[config.mk]
export PLATFORM = sky130hd
export DESIGN_NAME = bin2bcd_seq_flat
export DESIGN_NICKNAME = d
export VERILOG_FILES = /design/src/rtl/bin2bcd_seq_if.sv /design/src/rtl/bin2bcd_seq.sv /design/src/flat_wrapper.sv
export SDC_FILE = /design/constraint.sdc
export NUM_CORES = 1
export LEC_CHECK = 0
export ABC_AREA = 1
export BUFFER_PORTS_ARGS = -buffer_cell sky130_fd_sc_hd__buf_2
export CAP_MARGIN = 20
export CORE_MARGIN = 3
export CORE_UTILIZATION = 25
export CTS_CLUSTER_DIAMETER = 150
export CTS_CLUSTER_SIZE = 25
export DETAILED_ROUTE_END_ITERATION = 16
export SYNTH_ARGS = -nofsm -noshare
export SYNTH_HDL_FRONTEND = slang
export SYNTH_SLANG_ARGS = --single-unit
[constraint.sdc]
create_clock -name clk -period 2.2 [get_ports clk]
set_input_delay 0.33 -clock clk [delete_from_list [all_inputs] [get_ports clk]]
set_output_delay 0.33 -clock clk [all_outputs]
set_load 0.02 [all_outputs]
[src/rtl/bin2bcd_seq_if.sv]
// Handshake bundle between a binary producer, the sequential BCD converter and its consumer.
// The slave modport is the converter side; the master modport is the producer/consumer side.
interface bin2bcd_seq_if #(
    parameter int BIN_W  = 16,
    parameter int DIGITS = 5
);
    localparam int NDW = $clog2(DIGITS + 1);

    logic                  in_valid;
    logic                  in_ready;
    logic [BIN_W-1:0]      bin;
    logic                  out_valid;
    logic                  out_ready;
    logic [4*DIGITS-1:0]   bcd;
    logic                  sign;
    logic [NDW-1:0]        ndigits;

    modport slave (
        input  in_valid, bin, out_ready,
        output in_ready, out_valid, bcd, sign, ndigits
    );

    modport master (
        output in_valid, bin, out_ready,
        input  in_ready, out_valid, bcd, sign, ndigits
    );
endinterface

[src/rtl/bin2bcd_seq.sv]
// Sequential double-dabble binary-to-BCD converter, one input bit per clock, with
// optional sign-magnitude handling, significant-digit count and valid/ready on both sides.
module bin2bcd_seq #(
    parameter int BIN_W  = 16,
    parameter int DIGITS = 5,
    parameter bit SIGNED = 1'b0
) (
    input  logic          clk,
    input  logic          rst,
    bin2bcd_seq_if.slave  bus
);
    localparam int AW  = 4 * DIGITS;
    localparam int CW  = $clog2(BIN_W + 1);
    localparam int NDW = $clog2(DIGITS + 1);

    function automatic logic [63:0] pow10(input int n);
        logic [63:0] r;
        r = 64'd1;
        for (int i = 0; i < n; i++) r = r * 64'd10;
        return r;
    endfunction

    generate
        if (BIN_W < 2 || BIN_W > 32) begin : g_bad_width
            $error("bin2bcd_seq: BIN_W must be in 2..32");
        end
        if (pow10(DIGITS) <= ((64'd1 << BIN_W) - 64'd1)) begin : g_bad_digits
            $error("bin2bcd_seq: DIGITS too small to hold 2^BIN_W-1");
        end
    endgenerate

    typedef enum logic [1:0] {IDLE, SHIFT, DONE} state_t;

    state_t            state_q, state_d;
    logic [BIN_W-1:0]  shreg_q, shreg_d;
    logic [AW-1:0]     acc_q, acc_d;
    logic [CW-1:0]     cnt_q, cnt_d;
    logic              neg_q, neg_d;
    logic [AW-1:0]     bcd_q, bcd_d;
    logic              sign_q, sign_d;
    logic [NDW-1:0]    nd_q, nd_d;
    logic              in_ready_q, in_ready_d;
    logic              out_valid_q, out_valid_d;

    logic              neg_in;
    logic [BIN_W-1:0]  mag;
    logic [AW-1:0]     acc_corr;
    logic [AW+BIN_W-1:0] shifted;
    logic [AW-1:0]     acc_shift;
    logic [BIN_W-1:0]  sh_shift;
    logic [NDW-1:0]    nd_calc;

    // Negation wraps in BIN_W bits so the most negative input yields 2^(BIN_W-1) exactly.
    assign neg_in = SIGNED && bus.bin[BIN_W-1];
    assign mag    = neg_in ? (~bus.bin + BIN_W'(1)) : bus.bin;

    genvar gi;
    generate
        for (gi = 0; gi < DIGITS; gi++) begin : g_corr
            assign acc_corr[4*gi +: 4] = (acc_q[4*gi +: 4] >= 4'd5) ?
                                         acc_q[4*gi +: 4] + 4'd3 : acc_q[4*gi +: 4];
        end
    endgenerate

    assign shifted   = {acc_corr, shreg_q} << 1;
    assign acc_shift = shifted[AW+BIN_W-1:BIN_W];
    assign sh_shift  = shifted[BIN_W-1:0];

    always_comb begin
        nd_calc = NDW'(1);
        for (int i = 0; i < DIGITS; i++) begin
            if (acc_shift[4*i +: 4] != 4'd0) nd_calc = NDW'(i + 1);
        end
    end

    always_ff @(posedge clk or posedge rst) begin
        if (rst) begin
            state_q     <= IDLE;
            shreg_q     <= '0;
            acc_q       <= '0;
            cnt_q       <= '0;
            neg_q       <= 1'b0;
            bcd_q       <= '0;
            sign_q      <= 1'b0;
            nd_q        <= '0;
            in_ready_q  <= 1'b0;
            out_valid_q <= 1'b0;
        end else begin
            state_q     <= state_d;
            shreg_q     <= shreg_d;
            acc_q       <= acc_d;
            cnt_q       <= cnt_d;
            neg_q       <= neg_d;
            bcd_q       <= bcd_d;
            sign_q      <= sign_d;
            nd_q        <= nd_d;
            in_ready_q  <= in_ready_d;
            out_valid_q <= out_valid_d;
        end
    end

    always_comb begin
        state_d = state_q;
        shreg_d = shreg_q;
        acc_d   = acc_q;
        cnt_d   = cnt_q;
        neg_d   = neg_q;
        bcd_d   = bcd_q;
        sign_d  = sign_q;
        nd_d    = nd_q;
        case (state_q)
            IDLE: begin
                if (bus.in_valid && in_ready_q) begin
                    shreg_d = mag;
                    acc_d   = '0;
                    cnt_d   = '0;
                    neg_d   = neg_in;
                    state_d = SHIFT;
                end
            end
            SHIFT: begin
                acc_d   = acc_shift;
                shreg_d = sh_shift;
                cnt_d   = cnt_q + CW'(1);
                // Result registers load on the last shift so they are valid with out_valid.
                if (cnt_q == CW'(BIN_W - 1)) begin
                    state_d = DONE;
                    bcd_d   = acc_shift;
                    nd_d    = nd_calc;
                    sign_d  = neg_q;
                end
            end
            DONE: begin
                if (bus.out_ready) state_d = IDLE;
            end
            default: state_d = IDLE;
        endcase
        in_ready_d  = (state_d == IDLE);
        out_valid_d = (state_d == DONE);
    end

    assign bus.in_ready  = in_ready_q;
    assign bus.out_valid = out_valid_q;
    assign bus.bcd       = bcd_q;
    assign bus.sign      = sign_q;
    assign bus.ndigits   = nd_q;
endmodule

[src/flat_wrapper.sv]
// flat-port wrapper written by rule: the top's interface ports become plain ports
module bin2bcd_seq_flat 
#(
    parameter int BIN_W  = 16,
    parameter int DIGITS = 5,
    parameter bit SIGNED = 1'b0
)
  (clk, rst, bus_in_valid, bus_bin, bus_out_ready, bus_in_ready, bus_out_valid, bus_bcd, bus_sign, bus_ndigits);
  bin2bcd_seq_if #(.BIN_W(BIN_W), .DIGITS(DIGITS)) bus_i ();
  input  logic clk;
  input  logic rst;
  input wire logic [$bits(bus_i.in_valid)-1:0] bus_in_valid;
  input wire logic [$bits(bus_i.bin)-1:0] bus_bin;
  input wire logic [$bits(bus_i.out_ready)-1:0] bus_out_ready;
  output wire logic [$bits(bus_i.in_ready)-1:0] bus_in_ready;
  output wire logic [$bits(bus_i.out_valid)-1:0] bus_out_valid;
  output wire logic [$bits(bus_i.bcd)-1:0] bus_bcd;
  output wire logic [$bits(bus_i.sign)-1:0] bus_sign;
  output wire logic [$bits(bus_i.ndigits)-1:0] bus_ndigits;
  assign bus_i.in_valid = bus_in_valid;
  assign bus_i.bin = bus_bin;
  assign bus_i.out_ready = bus_out_ready;
  assign bus_in_ready = bus_i.in_ready;
  assign bus_out_valid = bus_i.out_valid;
  assign bus_bcd = bus_i.bcd;
  assign bus_sign = bus_i.sign;
  assign bus_ndigits = bus_i.ndigits;
  bin2bcd_seq #(.BIN_W(BIN_W), .DIGITS(DIGITS), .SIGNED(SIGNED)) u_core (.clk(clk), .rst(rst), .bus(bus_i));
endmodule
==> impl.org <==
** Synth
- Most numerous cell types in the synthesized netlist :: 81 x sky130_fd_sc_hd__nand2_1, 68 x sky130_fd_sc_hd__dfrtp_1, 48 x sky130_fd_sc_hd__inv_1, 43 x sky130_fd_sc_hd__o21ai_0, 28 x sky130_fd_sc_hd__nor2_1
- In this run the biggest area consumer among cell types represents 53.4% of the synthesized area.
- Largest family of logic cells by synthesized area :: simple AND/OR/NAND/NOR gates
- Total of warnings raised by yosys :: 0
- The mapped netlist covers 0.00319 sq mm.
- Avg Synthesized Cell Area :: 8.75 sq um
- The synthesized netlist devotes 0.786% of its cell area to XOR and XNOR gates.
- The synthesized design contains 68 register bits.
- Number of flops mapped to enable cells by yosys :: 0
- The synthesized netlist devotes 15.8% of its cell area to compound gates.
- After synthesis, the share of flip-flops with an asynchronous set or reset is 100%.
- Netlist cell types :: 29
- The number of nets handed over by synthesis was 396.
- Post-Synth Adder-Cell Area :: 4.71%
- Sorting the synthesized cells by area gives the leading types as sky130_fd_sc_hd__dfrtp_1 53%, sky130_fd_sc_hd__nand2_1 9.5%, sky130_fd_sc_hd__o21ai_0 6.8%.
- After Yosys synthesis, and, or, nand and nor cells account for 17.0% of the synthesized area.
- The most used flip-flop cell after synthesis is sky130_fd_sc_hd__dfrtp_1.
- Cells after synthesis :: 364
- After synthesis, flip-flops and latches occupy 53.4% of the total area.
- Portion of netlist area occupied by mux cells :: 0%
- Cell type contributing the most total cell area after synthesis :: sky130_fd_sc_hd__dfrtp_1
- Most instantiated library cell after synthesis :: sky130_fd_sc_hd__nand2_1

** Timing
- Setup TNS :: 0 ns
- Static timing analysis puts the maximum clock frequency at 556 MHz.
- Once routing completed, OpenROAD measured the worst setup slack at 0.400 ns.
- Finish-stage setup viols :: 0
- Worst Skew :: 0.00562 ns
- Period utilisation layout :: 81.8%
- Clock period minus worst slack :: 1.80 ns
- Final max-slew violation count :: 0
- Setup repair after global routing left no endpoint under its margin.
- Total count of hold-check failures in the final report :: 0

** Global route
- The via count of the first global-routing pass was 2624.
- Summed over all layers, the global routing overflow is 0.
- Maximum number of pins on one net before global-route repair :: 69
- Initial antenna violation count :: 1
- Total routing resource utilization after global routing :: 11.0%
- The first global-routing pass estimated 12.5 mm of wire.

** Power and ir drop
- Worst voltage drop across the vdd grid :: 0.475 mV
- Leakage power total :: 1.95 nW
- Net switching share of the total power :: 42.7%
- In this run, the combinational gates consume 44.4% of the power.
- The analysis attributes to net switching a power of 2.63 mW.
- Internal power comes to 3.53 mW.
- Part of the power in registers :: 34.9%
- Power per unit of standard cell area :: 1590 mW/mm^2
- Clk pwr share :: 20.7%

** Die
- Core Box Area :: 0.0122 sq mm
- Measured along the y axis, the die boundary spans 119 um.
- Cell row count :: 40
- Number of placed I/O pins :: 46
- Horiz. Die Dim :: 119 um
- For this configuration, the core starts out at a cell density of 26.1%.
- The die covers 0.0141 sq mm.

** Setup path
- Register-to-Register Setup Slack :: 0.40 ns
- Depth of the worst register-to-register path :: 10
- In this run the critical register-to-register path is launched from u_core.acc_q[12]$_DFFE_PP0P_.
- Most prevalent standard cell on the critical path :: sky130_fd_sc_hd__nand2_1
- In this run the critical register-to-register path is captured at u_core.bus.ndigits[1]$_DFFE_PP0P_.
- Critical Path AT :: 2.07 ns
- At the worst endpoint, the required time is 2.47 ns.
- Largest fanout of any net on the critical path :: 4
- Slowest stage delay, CP :: 0.41 ns
- STA classifies the critical path endpoint as a flop.
- STA classifies the critical path startpoint as a flop.
- Type of the worst setup path :: flop to flop
- Worst-path cell with the longest stage delay :: sky130_fd_sc_hd__dfrtp_1
- Walking the worst path, the cells encountered are inv_1 > ha_1 > inv_1 > nand2_1 > nand3_2 > o21ai_1 > nand3_1 > nor2_1 > nand2_1 > nand2_1.

** Placed design
- OpenSTA, run right after detailed placement, puts the worst setup slack at 0.433 ns.
- Port Buffers :: 44
- After legalization and detailed placement, the total HPWL measured 5.11 mm.
- Placer Congestion :: 0.792

** Layout
- 0 antenna diodes ended up in the layout.
- After the last flow step, the layout net total stands at 444.
- Area growth from synthesis to layout :: 21.2%
- Cells with a size suffix above 1 make up 17.5% of the layout.

** Clock network
- The root buffer cell chosen for the clock tree is sky130_fd_sc_hd__clkbuf_16.
- The number of setup buffers added after CTS is 0.
- Buffers inserted to repair hold after CTS numbered 0.
- Max clock buf depth :: 2
- After clock tree synthesis, the clock-pin slew on the worst setup and hold paths is 0.05 ns.
- Post-CTS repair changed the size of 0 cells.
- Clock latency on the worst-skew pair, taken at its later pin, is 0.33 ns.
- Num Clock Sinks :: 68
- TritonCTS built the clock tree.
- Number of H-tree branching levels :: 3
- TritonCTS created 9 clock buffers.

** Job
- Count of max-cap constraint violations :: 0

** Drt
- For this run, design rule violations remaining after detail routing come to 0.
- Drt first-iter violations :: 170
- The first TritonRoute pass finished after 4 iterations.
- Across all layers, the routed design uses 2579 vias.
- After detailed routing, the total wire length is 7.27 mm.
- In the final routed layout, each cell accounts on average for 12.4 um.
- Once detail routing completed, the nets flagged for antenna violations numbered 0.
- Average via count per standard cell :: 4.41

** Status
- The flow ran to the end, and the final reports show no timing, DRC or antenna violations.

** Hold path
- The worst hold path belongs to the class primary input to asynchronous set/reset pin.
[area by class of cell]
cell class                      instances  area (sq um)
Fill cell                            1330          8350
Sequential cell                        68          1700
Multi-Input combinational cell        233          1230
Timing Repair Buffer                   48           263
Clock buffer                           14           254
Tap cell                              168           210
Inverter                               52           195
Clock inverter                          2          10.0
[registers in the layout, indices dropped and copies added, names as in the netlist]
| register | count |
|---|---|
| u_core.cnt_q | 5 |
| u_core.bus.out_valid | 1 |
| u_core.shreg_q | 16 |
| u_core.bus.bcd | 20 |
| u_core.bus.ndigits | 3 |
| u_core.state_q | 2 |
| u_core.bus.in_ready | 1 |
| u_core.acc_q | 20 |
[metrics by stage]
stage	cells	hold WS [ns]	power, mW	util (%)	cell area, sq um
finish	585	0.0650	6.16	31.6	3860
global route	585	0.0955	6.72	31.6	3860
CTS	585	0.0782	6.21	31.6	3860
detailed placement	569	0.432	4.89	29.4	3600
global placement	569	0.428	4.78	29.4	3600
floorplan	364	0.426	4.12	-	3190
[worst max path at each step]
stage / end / slack, ns / startpoint
finish: u_core.bus.ndigits[1]$_DFFE_PP0P_ / 0.40 / u_core.acc_q[12]$_DFFE_PP0P_
global route: u_core.bus.ndigits[1]$_DFFE_PP0P_ / 0.24 / u_core.cnt_q[0]$_DFFE_PP0P_
CTS: u_core.bus.ndigits[1]$_DFFE_PP0P_ / 0.41 / u_core.acc_q[12]$_DFFE_PP0P_
detailed placement: u_core.bus.ndigits[1]$_DFFE_PP0P_ / 0.43 / u_core.acc_q[12]$_DFFE_PP0P_
global placement: u_core.bus.in_ready$_DFF_PP0_ / 0.49 / u_core.cnt_q[0]$_DFFE_PP0P_
floorplan: u_core.acc_q[0]$_DFFE_PP0P_ / 0.16 / rst
[layout by cell type (no fill, tap or decap), drive strengths merged]
| cell type | Yosys | routed |
|---|---|---|
| o21a | 1 | 1 |
| nand4 | 3 | 3 |
| o211ai | 1 | 1 |
| nand3 | 15 | 15 |
| nor2 | 29 | 29 |
| a22o | 1 | 1 |
| a21oi | 12 | 12 |
| inv | 52 | 52 |
| nand2 | 84 | 84 |
| xor2 | 2 | 2 |
| conb | 1 | 1 |
| a221oi | 7 | 7 |
| o21ai | 45 | 45 |
| o22ai | 18 | 18 |
| clkinv | 0 | 2 |
| ha | 12 | 12 |
| dfrtp | 68 | 68 |
| clkbuf | 4 | 14 |
| buf | 7 | 48 |
| o31ai | 2 | 2 |
[critical path: cells and delay by family (launching register included)]
| family | cells | cell delay (ns) |
|---|---|---|
| and+or+nand+nor | 6 | 0.60 |
| DFF | 1 | 0.41 |
| AOI/OAI and AO/OA | 1 | 0.33 |
| adders and majority gates | 1 | 0.18 |
| buffers and inverters | 2 | 0.21 |
[metal layers]
layer  track usage [%]  share of wire, %
met5                 0              0.18
met4              4.56               1.3
met1              13.9                47
met2              16.6                44
met3              4.37               6.6
[kinds of logic after synthesis]
family                   count (synthesis)
XOR/XNOR                                 2
buffers and inverters                   63
flip-flops                              68
AO/OA/AOI/OAI                           87
AND/OR/NAND/NOR                        131
adder cells (fa/ha/maj)                 12
other                                    1
[power groups by stage]
stage	registers, mW	clock network (mW)	logic (mW)
floorplan	2.32	0	1.80
global placement	2.15	0	2.63
detailed placement	2.17	0	2.72
CTS	2.15	1.31	2.75
global route	2.22	1.36	3.14
finish	2.15	1.28	2.73
Power figures use the tool's default switching activity.
